File: config.mk
export PLATFORM = sky130hd
export DESIGN_NAME = periph_rx_arbiter
export DESIGN_NICKNAME = d
export VERILOG_FILES = /design/src/rtl/lycan_globals.sv /design/src/rtl/rr_select.sv /design/src/rtl/periph_rx_arbiter.sv
export SDC_FILE = /design/constraint.sdc
export NUM_CORES = 1
export LEC_CHECK = 0
export CAP_MARGIN = 20
export CORE_UTILIZATION = 37
export DETAILED_ROUTE_END_ITERATION = 16
export PLACE_DENSITY = 0.87
export SYNTH_ARGS = -nofsm -noshare
export SYNTH_HDL_FRONTEND = slang
export SYNTH_HIERARCHICAL = 1
export SYNTH_SLANG_ARGS = --single-unit
File: constraint.sdc
create_clock -name clk -period 5.1 [get_ports clk]
set_input_delay 0.51 -clock clk [delete_from_list [all_inputs] [get_ports clk]]
set_output_delay 0.51 -clock clk [all_outputs]
set_load 0.05 [all_outputs]
File: src/rtl/lycan_globals.sv
// Project-wide widths and shared types for the USB packet path.
package lycan_globals;

  localparam int usb_packet_width     = 32;
  localparam int periph_address_width = 3;
  localparam int num_peripherals      = 2 ** periph_address_width;

  typedef enum logic {
    ARB_SCAN,
    ARB_HOLD
  } arb_state_e;

endpackage

File: src/rtl/rr_select.sv
// Combinational find-first-set over a request vector, searching upward
// from a rotating start pointer with wrap-around.
module rr_select #(
  parameter int N = 8,
  parameter int W = 3
) (
  input  logic [N-1:0] req_i,
  input  logic [W-1:0] ptr_i,
  output logic [W-1:0] gnt_idx_o,
  output logic         gnt_vld_o
);

  // NOTE: every output of a combinational block is assigned a default
  // before any condition, otherwise synthesis infers a latch.
  always_comb begin
    gnt_idx_o = '0;
    gnt_vld_o = 1'b0;
    // Walk from the farthest candidate back to ptr_i so the nearest request wins.
    for (int i = N - 1; i >= 0; i--) begin
      if (req_i[ptr_i + W'(i)]) begin
        gnt_vld_o = 1'b1;
        gnt_idx_o = ptr_i + W'(i);
      end
    end
  end

endmodule

File: src/rtl/periph_rx_arbiter.sv
// Round-robin drain of the per-peripheral RX FIFOs into the USB TX FIFO,
// with bounded bursts and the source index prepended to each payload.
module periph_rx_arbiter
  import lycan_globals::*;
#(
  parameter int NUM_PERIPH = num_peripherals,
  parameter int MAX_BURST  = 4
) (
  input  logic                                                        clk,
  input  logic                                                        rst,
  input  logic [NUM_PERIPH-1:0][usb_packet_width-periph_address_width-1:0] periph_rx_data,
  input  logic [NUM_PERIPH-1:0]                                       periph_rx_empty,
  output logic [NUM_PERIPH-1:0]                                       periph_rx_rden,
  output logic [usb_packet_width-1:0]                                 usb_tx_data,
  output logic                                                        usb_tx_wren,
  input  logic                                                        usb_tx_full,
  output logic                                                        idle
);

  localparam int          AW        = periph_address_width;
  localparam logic [7:0]  BURST_MAX = 8'(MAX_BURST);

  arb_state_e                  state_q, state_d;
  logic [AW-1:0]               last_grant_q, last_grant_d;
  logic [7:0]                  burst_cnt_q, burst_cnt_d;
  logic [usb_packet_width-1:0] out_word_q;
  logic                        out_valid_q;

  logic          load_ok;
  logic          pop;
  logic [AW-1:0] pop_idx;
  logic [AW-1:0] scan_ptr;
  logic [AW-1:0] gnt_idx;
  logic          gnt_vld;
  logic [NUM_PERIPH-1:0] req;

  // Reset gates the strobes so a reset cycle neither drops a FIFO word nor
  // writes the word being discarded.
  assign usb_tx_wren = out_valid_q & ~usb_tx_full & ~rst;
  assign load_ok     = ~out_valid_q | usb_tx_wren;
  assign idle        = ~out_valid_q & (&periph_rx_empty);
  assign usb_tx_data = out_word_q;

  assign req      = ~periph_rx_empty;
  assign scan_ptr = last_grant_q + AW'(1);

  rr_select #(
    .N(NUM_PERIPH),
    .W(AW)
  ) u_rr_select (
    .req_i    (req),
    .ptr_i    (scan_ptr),
    .gnt_idx_o(gnt_idx),
    .gnt_vld_o(gnt_vld)
  );

  always_comb begin
    state_d      = state_q;
    last_grant_d = last_grant_q;
    burst_cnt_d  = burst_cnt_q;
    pop          = 1'b0;
    pop_idx      = last_grant_q;

    if (state_q == ARB_HOLD && !periph_rx_empty[last_grant_q] && burst_cnt_q < BURST_MAX) begin
      // Owner keeps the grant; a stall simply waits here with the count frozen.
      if (load_ok) begin
        pop         = 1'b1;
        burst_cnt_d = burst_cnt_q + 8'd1;
      end
    end else begin
      // Scan in the same cycle the burst ends so rotation costs no bubble.
      state_d = ARB_SCAN;
      if (gnt_vld && load_ok) begin
        pop          = 1'b1;
        pop_idx      = gnt_idx;
        last_grant_d = gnt_idx;
        burst_cnt_d  = 8'd1;
        state_d      = (MAX_BURST > 1) ? ARB_HOLD : ARB_SCAN;
      end
    end

    if (rst) begin
      pop = 1'b0;
    end
  end

  assign periph_rx_rden = pop ? (NUM_PERIPH'(1) << pop_idx) : '0;

  // NOTE: sequential state uses non-blocking assignments so every register
  // samples its pre-edge value, independent of statement order.
  always_ff @(posedge clk) begin
    if (rst) begin
      state_q      <= ARB_SCAN;
      last_grant_q <= AW'(NUM_PERIPH - 1);
      burst_cnt_q  <= '0;
      out_word_q   <= '0;
      out_valid_q  <= 1'b0;
    end else begin
      state_q      <= state_d;
      last_grant_q <= last_grant_d;
      burst_cnt_q  <= burst_cnt_d;
      if (pop) begin
        out_word_q  <= {pop_idx, periph_rx_data[pop_idx]};
        out_valid_q <= 1'b1;
      end else if (usb_tx_wren) begin
        out_valid_q <= 1'b0;
      end
    end
  end

endmodule
==> results of run 1 <==
-- how the worst min path moves through the flow --
stage	to	slack [ns]	from
finish	burst_cnt_q[7]	0.43	burst_cnt_q[7]
global placement	burst_cnt_q[7]	0.41	burst_cnt_q[7]
global route	burst_cnt_q[7]	0.45	burst_cnt_q[7]
CTS	burst_cnt_q[7]	0.43	burst_cnt_q[7]
floorplan	burst_cnt_q[7]	0.40	burst_cnt_q[7]
detailed placement	burst_cnt_q[7]	0.42	burst_cnt_q[7]
-- power by group through the flow --
stage	combinational, mW	sequential, mW	clock [mW]
after floorplan	2.94	0.872	0
after global placement	4.28	0.562	0
after detailed placement	4.36	0.568	0
after CTS	4.36	0.561	0.429
after global routing	4.65	0.574	0.440
final	4.37	0.560	0.421
-- synthesized netlist by cell type, types with 5 or more instances --
library cell	instances
a31oi_1	5
mux4_1	5
o22a_1	29
a21oi_1	13
nand2_1	75
mux2i_1	96
clkbuf_1	11
dfxtp_1	45
nor2_1	20
mux2_2	33
buf_4	9
and2_1	6
buf_2	12
o2111ai_1	29
inv_1	18
mux4_2	7
-- flip-flops by register name, indices dropped and copies added (netlist names) --
name          cells
usb_tx_data      32
last_grant_q      3
out_valid_q       1
state_q           1
burst_cnt_q       8
-- routing by layer --
metal / vias to the layer above / GRT usage, %
li1: 2364 / -
met5: - / 0
met2: 216 / 50.7
met4: 0 / 14.5
met1: 2351 / 29.6
met3: 37 / 6.05
-- per-stage QoR --
| stage | utilization (%) | setup slack [ns] | power (mW) | hold slack, ns | instance area (sq um) |
|---|---|---|---|---|---|
| after floorplan | - | 0.218 | 3.81 | 0.403 | 4310 |
| after global placement | 64.5 | 0.660 | 4.85 | 0.411 | 7330 |
| after detailed placement | 64.5 | 0.540 | 4.92 | 0.419 | 7330 |
| after CTS | 66.1 | 0.282 | 5.35 | 0.429 | 7520 |
| after global routing | 66.1 | 0.0612 | 5.66 | 0.454 | 7520 |
| final | 66.2 | 0.309 | 5.35 | 0.431 | 7520 |
-- logic make-up after synthesis --
| kind of cell | count (synthesis) | synth area share [%] |
|---|---|---|
| AOI/OAI and AO/OA | 105 | 19.4 |
| xor gates and xnor gates | 4 | 0.814 |
| adders and majority gates | 4 | 1.16 |
| buffers and inverters | 55 | 6.28 |
| DFF | 45 | 20.9 |
| muxes | 143 | 38.3 |
| and+or+nand+nor | 126 | 13.1 |
-- area by class of cell --
cell class / instances / area share [%]
tap: 143 / 2.38
clock inverter: 3 / 0.865
multi-input combinational: 382 / 41.8
sequential: 45 / 12.0
clock buffer: 5 / 1.66
timing repair buffer: 298 / 40.4
antenna: 1 / 0.0333
inverter: 18 / 0.898
-- critical path: stages, from the launching register on --
cell and delay [ns]:
dfxtp_1 0.38, ha_1 0.32, inv_1 0.12, ha_1 0.50, mux4_1 0.45, mux2_4 0.32
a311o_1 0.36, nor3_1 0.19, nor2_1 0.07, nand3_1 0.08, a21oi_1 0.07, a211oi_4 0.41
inv_1 0.18, nor2_1 0.34, buf_12 0.19
==> flow_summary.yaml, run 1 <==
critical_path:
  reg2reg_to: "usb_tx_data[22]"
  crit_required_ns: 4.59
  r2r_cells: 16
  arrival_ns: 4.28
  critical_path_class: "register to primary output"
  r2r-start: "last_grant_q[1]"
  path_max_fanout: 9
  start_kind: "register"
  crit_path_start: "last_grant_q[1]"
  end_kind: "primary output"
  r2r_slack_ns: 0.57
  crit_end: "periph_rx_rden[0]"
pwr:
  pwr-share-seq_pct: 10.5
  ir_drop_v: 0.000435
  combPwrFrac_pct: 81.7
  p_per_area_nw_per_um2: 712
  swShare_pct: 47.9
  pwr-share-clk_pct: 7.9
  p_switching_mw: 2.56
  p_int_mw: 2.79
  leakagePower_nw: 3.01
cells_and_area:
  area_delta_synth_final_pct: 74.7
  nets: 997
  multi_input_area_sq_um: 3140
  n_fill_cell: 936
  stdcell_count: 895
  register_area_sq_um: 901
  mostFrequentLayoutCells: "clkdlybuf4s50_1 (276), mux2i_1 (96), nand2_1 (75), dfxtp_1 (45), mux2_2 (33)"
  final_common_cell: "clkdlybuf4s50_1"
  drive_above_1_share_pct: 10.4
detailed_routing:
  drc_errors: 0
  viasPerCell: 5.55
  wl_per_cell_microns: 19.5
  dr.max_layer_used: "met4"
  drt-total-wl_microns: 17400
  dr_wl_met2_microns: 9380
  met3WireLength_microns: 1110
  antenna_left: 0
  wl_met1_microns: 6200
  vias: 4968
  first_pass_iters: 5
  drt_iter0_drc: 210
sta:
  period_share_pct: 93.9
  rsz0062_at_grt: "no"
  max_freq_ghz: 0.209
  clock_skew_ns: 0.00825
  slew_headroom_pct: 49.4
  hold_viol: 0
  tightestPinTransition_ns: 0.757
  min_period_ns: 4.79
  fin_tns_setup_ns: 0
  maxSlewViolCount: 0
  finalSetupViolCount: 0
global_routing:
  antenna_found_initial: 0
  grt_start_max_net_pins: 63
  grt_pass1_wl_microns: 25100
  grt_overflow: 0
  grt_pass1_vias: 4847
  track_usage_pct: 27.7
min_path:
  whs_path_depth: 2
  hold_class: "register to register"
synth:
  ys_warn_count: 6
  yosysTopAreaCell: "mux2i_1"
  ys_seq_elements: 45
  synth.avg_cell_area_sq_um: 8.93
  ys.flop_type: "dfxtp_1"
  ys_types: 56
  synthCells: 482
  synthTopCellsByArea: "mux2i_1 (22%), dfxtp_1 (21%), mux2_2 (8.6%), nand2_1 (6.5%), o2111ai_1 (5.9%)"
  seq_area_frac_synth_pct: 20.9
  yosysTopAreaCellShare_pct: 22.3
  synth_edf_count: 0
  syn_area_sq_um: 4310
  async_flop_share_pct: 0
  syn-num-nets: 729
floorplanning:
  die_area_sq_um: 12100
  die_h_microns: 110
  ios: 285
  core_area_sq_um: 11400
  rows: 39
  die_x_microns: 110
  start_util_pct: 37.9
clocking:
  cts_root_buf: "clkbuf_16"
  worstSkewPairLatency_ns: 0.29
  clk_path_buf_depth: 2
  cts-resized-gates: 0
  cts_sinks: 45
  ctsHoldBuffers: 0
  cts_setup_buffers: 0
  cts_buffers: 5
  h-tree-depth: 2
  cts_tree: "done"
  cts.clk_slew.worst_paths_ns: 0.06
placed_design:
  port_buffers: 284
  hpwl_microns: 14300
  gp_congestion: 0.903
  dp_cells: 886
outcome:
  outcome: "completed"
run:
  max_cap_violations: 0
Note: power is estimated with default switching activity, not from simulation.
==> run 2: changes to the inputs <==
- CAP_MARGIN: 20 -> 10
==> results of run 2 <==
The final DEF is identical to that of run 1; final timing and power are the same.
==> run 3: changes to the inputs <==
- ABC_AREA: default -> 1
- CORE_UTILIZATION: 37 -> 42
==> flow_summary.yaml, run 3 <==
sta:
  tightestPinTransition_ns: 0.940
  clock_skew_ns: 0.00873
  min_period_ns: 4.68
  fin_tns_setup_ns: 0
  period_share_pct: 91.8
  finalSetupViolCount: 0
  slew_headroom_pct: 37.3
  hold_viol: 0
  max_freq_ghz: 0.214
  rsz0062_at_grt: "no"
  maxSlewViolCount: 0
clocking:
  h-tree-depth: 2
  cts-resized-gates: 0
  ctsHoldBuffers: 0
  cts_sinks: 45
  cts.clk_slew.worst_paths_ns: 0.07
  cts_buffers: 5
  cts_root_buf: "clkbuf_16"
  cts_setup_buffers: 0
  cts_tree: "done"
  clk_path_buf_depth: 2
  worstSkewPairLatency_ns: 0.29
global_routing:
  grt_pass1_wl_microns: 34700
  grt_pass1_vias: 7218
  track_usage_pct: 30.4
  grt_overflow: 0
  grt_start_max_net_pins: 117
  antenna_found_initial: 0
cells_and_area:
  final_common_cell: "nand2_1"
  area_delta_synth_final_pct: 52.8
  mostFrequentLayoutCells: "nand2_1 (358), clkdlybuf4s50_1 (276), nand3_1 (209), inv_1 (199), nand3b_1 (87)"
  drive_above_1_share_pct: 6.21
  diodes: 0
  stdcell_count: 1480
  final_core_util_pct: 66.3
  final_area_sq_um: 8820
  largest_reg_flops: 32
  nets: 1550
synth:
  syn-num-nets: 1314
  synth_top_cells_by_count: "nand2_1 (359), nand3_1 (209), inv_1 (199), nand3b_1 (87), dfxtp_1 (45)"
  synth_edf_count: 0
  synth_compound_area_share_pct: 2.10
  yosys.area_share.simple_pct: 60.3
  yosysTopAreaCell: "nand2_1"
  yosysMostFrequentCell: "nand2_1"
  synth_top_family_by_area: "simple AND/OR/NAND/NOR gates"
  ys_seq_elements: 45
  async_flop_share_pct: 0
  synthCells: 1067
  synth-xor-area-share_pct: 0.629
  muxShareOfSynthArea_pct: 0
  synth.avg_cell_area_sq_um: 5.41
  synthTopCellsByArea: "nand2_1 (23%), nand3_1 (18%), dfxtp_1 (16%), inv_1 (13%), nand3b_1 (11%)"
  ys_types: 34
  ys.flop_type: "dfxtp_1"
  yosysTopAreaCellShare_pct: 23.4
  syn_area_sq_um: 5770
  ys_warn_count: 6
  seq_area_frac_synth_pct: 15.6
  synth_fa_ha_area_share_pct: 0.867
detailed_routing:
  met3WireLength_microns: 1460
  dr_wl_met2_microns: 10800
  viasPerCell: 5.10
  drc_errors: 0
  wl_per_cell_microns: 14.7
  wl_met1_microns: 8430
  vias: 7553
  drt_iter0_drc: 471
  antenna_left: 0
  dr.max_layer_used: "met4"
  drt-total-wl_microns: 21800
  first_pass_iters: 8
pwr:
  ir_drop_v: 0.000609
  pwr-share-seq_pct: 6.9
  swShare_pct: 62.2
  leakagePower_nw: 4.56
  combPwrFrac_pct: 88.5
  p_switching_mw: 4.45
  total_power_mw: 7.16
  p_int_mw: 2.71
  p_per_area_nw_per_um2: 812
  pwr-share-clk_pct: 4.6
run:
  max_cap_violations: 0
critical_path:
  cpMaxStageDelayCell: "ha_1"
  arrival_ns: 4.17
  critPathBufInv: 5
  crit_family: "simple AND/OR/NAND/NOR gates"
  cp_common_cell: "nand2_1"
  path_cells: "ha_1 > inv_2 > ha_1 > inv_2 > nand3_2 > nand3_2 > nand2_2 > nor2_4 > nand4_1 > nand2_1 > clkinv_1 > nand2_1 > o21ai_0 > nand2_4 > nand2_4 > inv_1 > nand2_1 > nor2_1 > buf_12"
  critical_path_class: "register to primary output"
  end_kind: "primary output"
  path_max_fanout: 32
  cpPeakStageDelay_ns: 0.60
  start_kind: "register"
  crit_required_ns: 4.59
placed_design:
  dp_cells: 1472
  gp_congestion: 0.918
  hpwl_microns: 16900
  port_buffers: 284
  placed_cell_area_sq_um: 8670
outcome:
  outcome: "completed"
floorplanning:
  core_area_sq_um: 13300
  ios: 285
  die_h_microns: 119
  start_util_pct: 43.4
  die_x_microns: 119
  die_area_sq_um: 14200
  rows: 42
min_path:
  hold_class: "register to register"
[run 3: worst paths after layout]
kind / depth (start not counted) / endpoint / slack, ns / startpoint
max: 19 / periph_rx_rden[6] / 0.42 / last_grant_q[0]
min: 2 / burst_cnt_q[7] / 0.44 / burst_cnt_q[7]
max reg2reg: 22 / usb_tx_data[16] / 0.70 / last_grant_q[0]
min reg2reg: 2 / burst_cnt_q[7] / 0.44 / burst_cnt_q[7]
[run 3: power by group through the flow]
stage	registers (mW)	clock network, mW	logic, mW
3_5_place_dp	0.497	0	6.32
6_report	0.493	0.330	6.34
3_3_place_gp	0.496	0	6.30
5_1_grt	0.500	0.351	7.04
2_1_floorplan	0.676	0	4.60
4_1_cts	0.491	0.332	6.34
[run 3: layout make-up]
cell class                 count  area (sq um)
fill                        1213          4480
multi-input combinational    745          3710
timing repair buffer         296          3040
sequential                    45           901
inverter                     210           798
tap                          176           220
clock buffer                   5           125
clock inverter                 3          25.0
[run 3: cells by family (layout without fill, tap and decap cells)]
logic type	count (synthesis)	after routing
xor+xnor	2	2
buf+inv	277	514
flops	45	45
simple gates	718	718
compound gates	21	21
fa+ha+maj	4	4
[run 3: worst reg2reg max path: stages (launching register included)]
cell and delay, ns:
dfxtp_1 0.39, ha_1 0.60, inv_2 0.15, ha_1 0.45, inv_2 0.17, nand3_2 0.13
nand3_2 0.12, nand2_2 0.08, nor2_4 0.13, nand4_1 0.12, nand2_1 0.13, clkinv_1 0.14
o21ai_0 0.32, nand2_4 0.11, nand2_4 0.29, buf_12 0.35, nand2_1 0.19, nand3_1 0.09
nand2_1 0.09, nand2_1 0.08, nand3_1 0.07, nand2_1 0.06, inv_1 0.04
[run 3: per-stage QoR]
step,setup WS (ns),hold WS [ns]
6_report,0.418,0.444
5_1_grt,0.0287,0.459
4_1_cts,0.413,0.442
3_5_place_dp,0.730,0.431
3_3_place_gp,0.827,0.426
2_1_floorplan,0.956,0.419
[run 3: metal layers]
metal | vias to the layer above | track usage (%)
li1 | 3765 | -
met1 | 3397 | 34.3
met2 | 323 | 55.1
met3 | 68 | 5.03
met4 | 0 | 14.5
met5 | - | 0
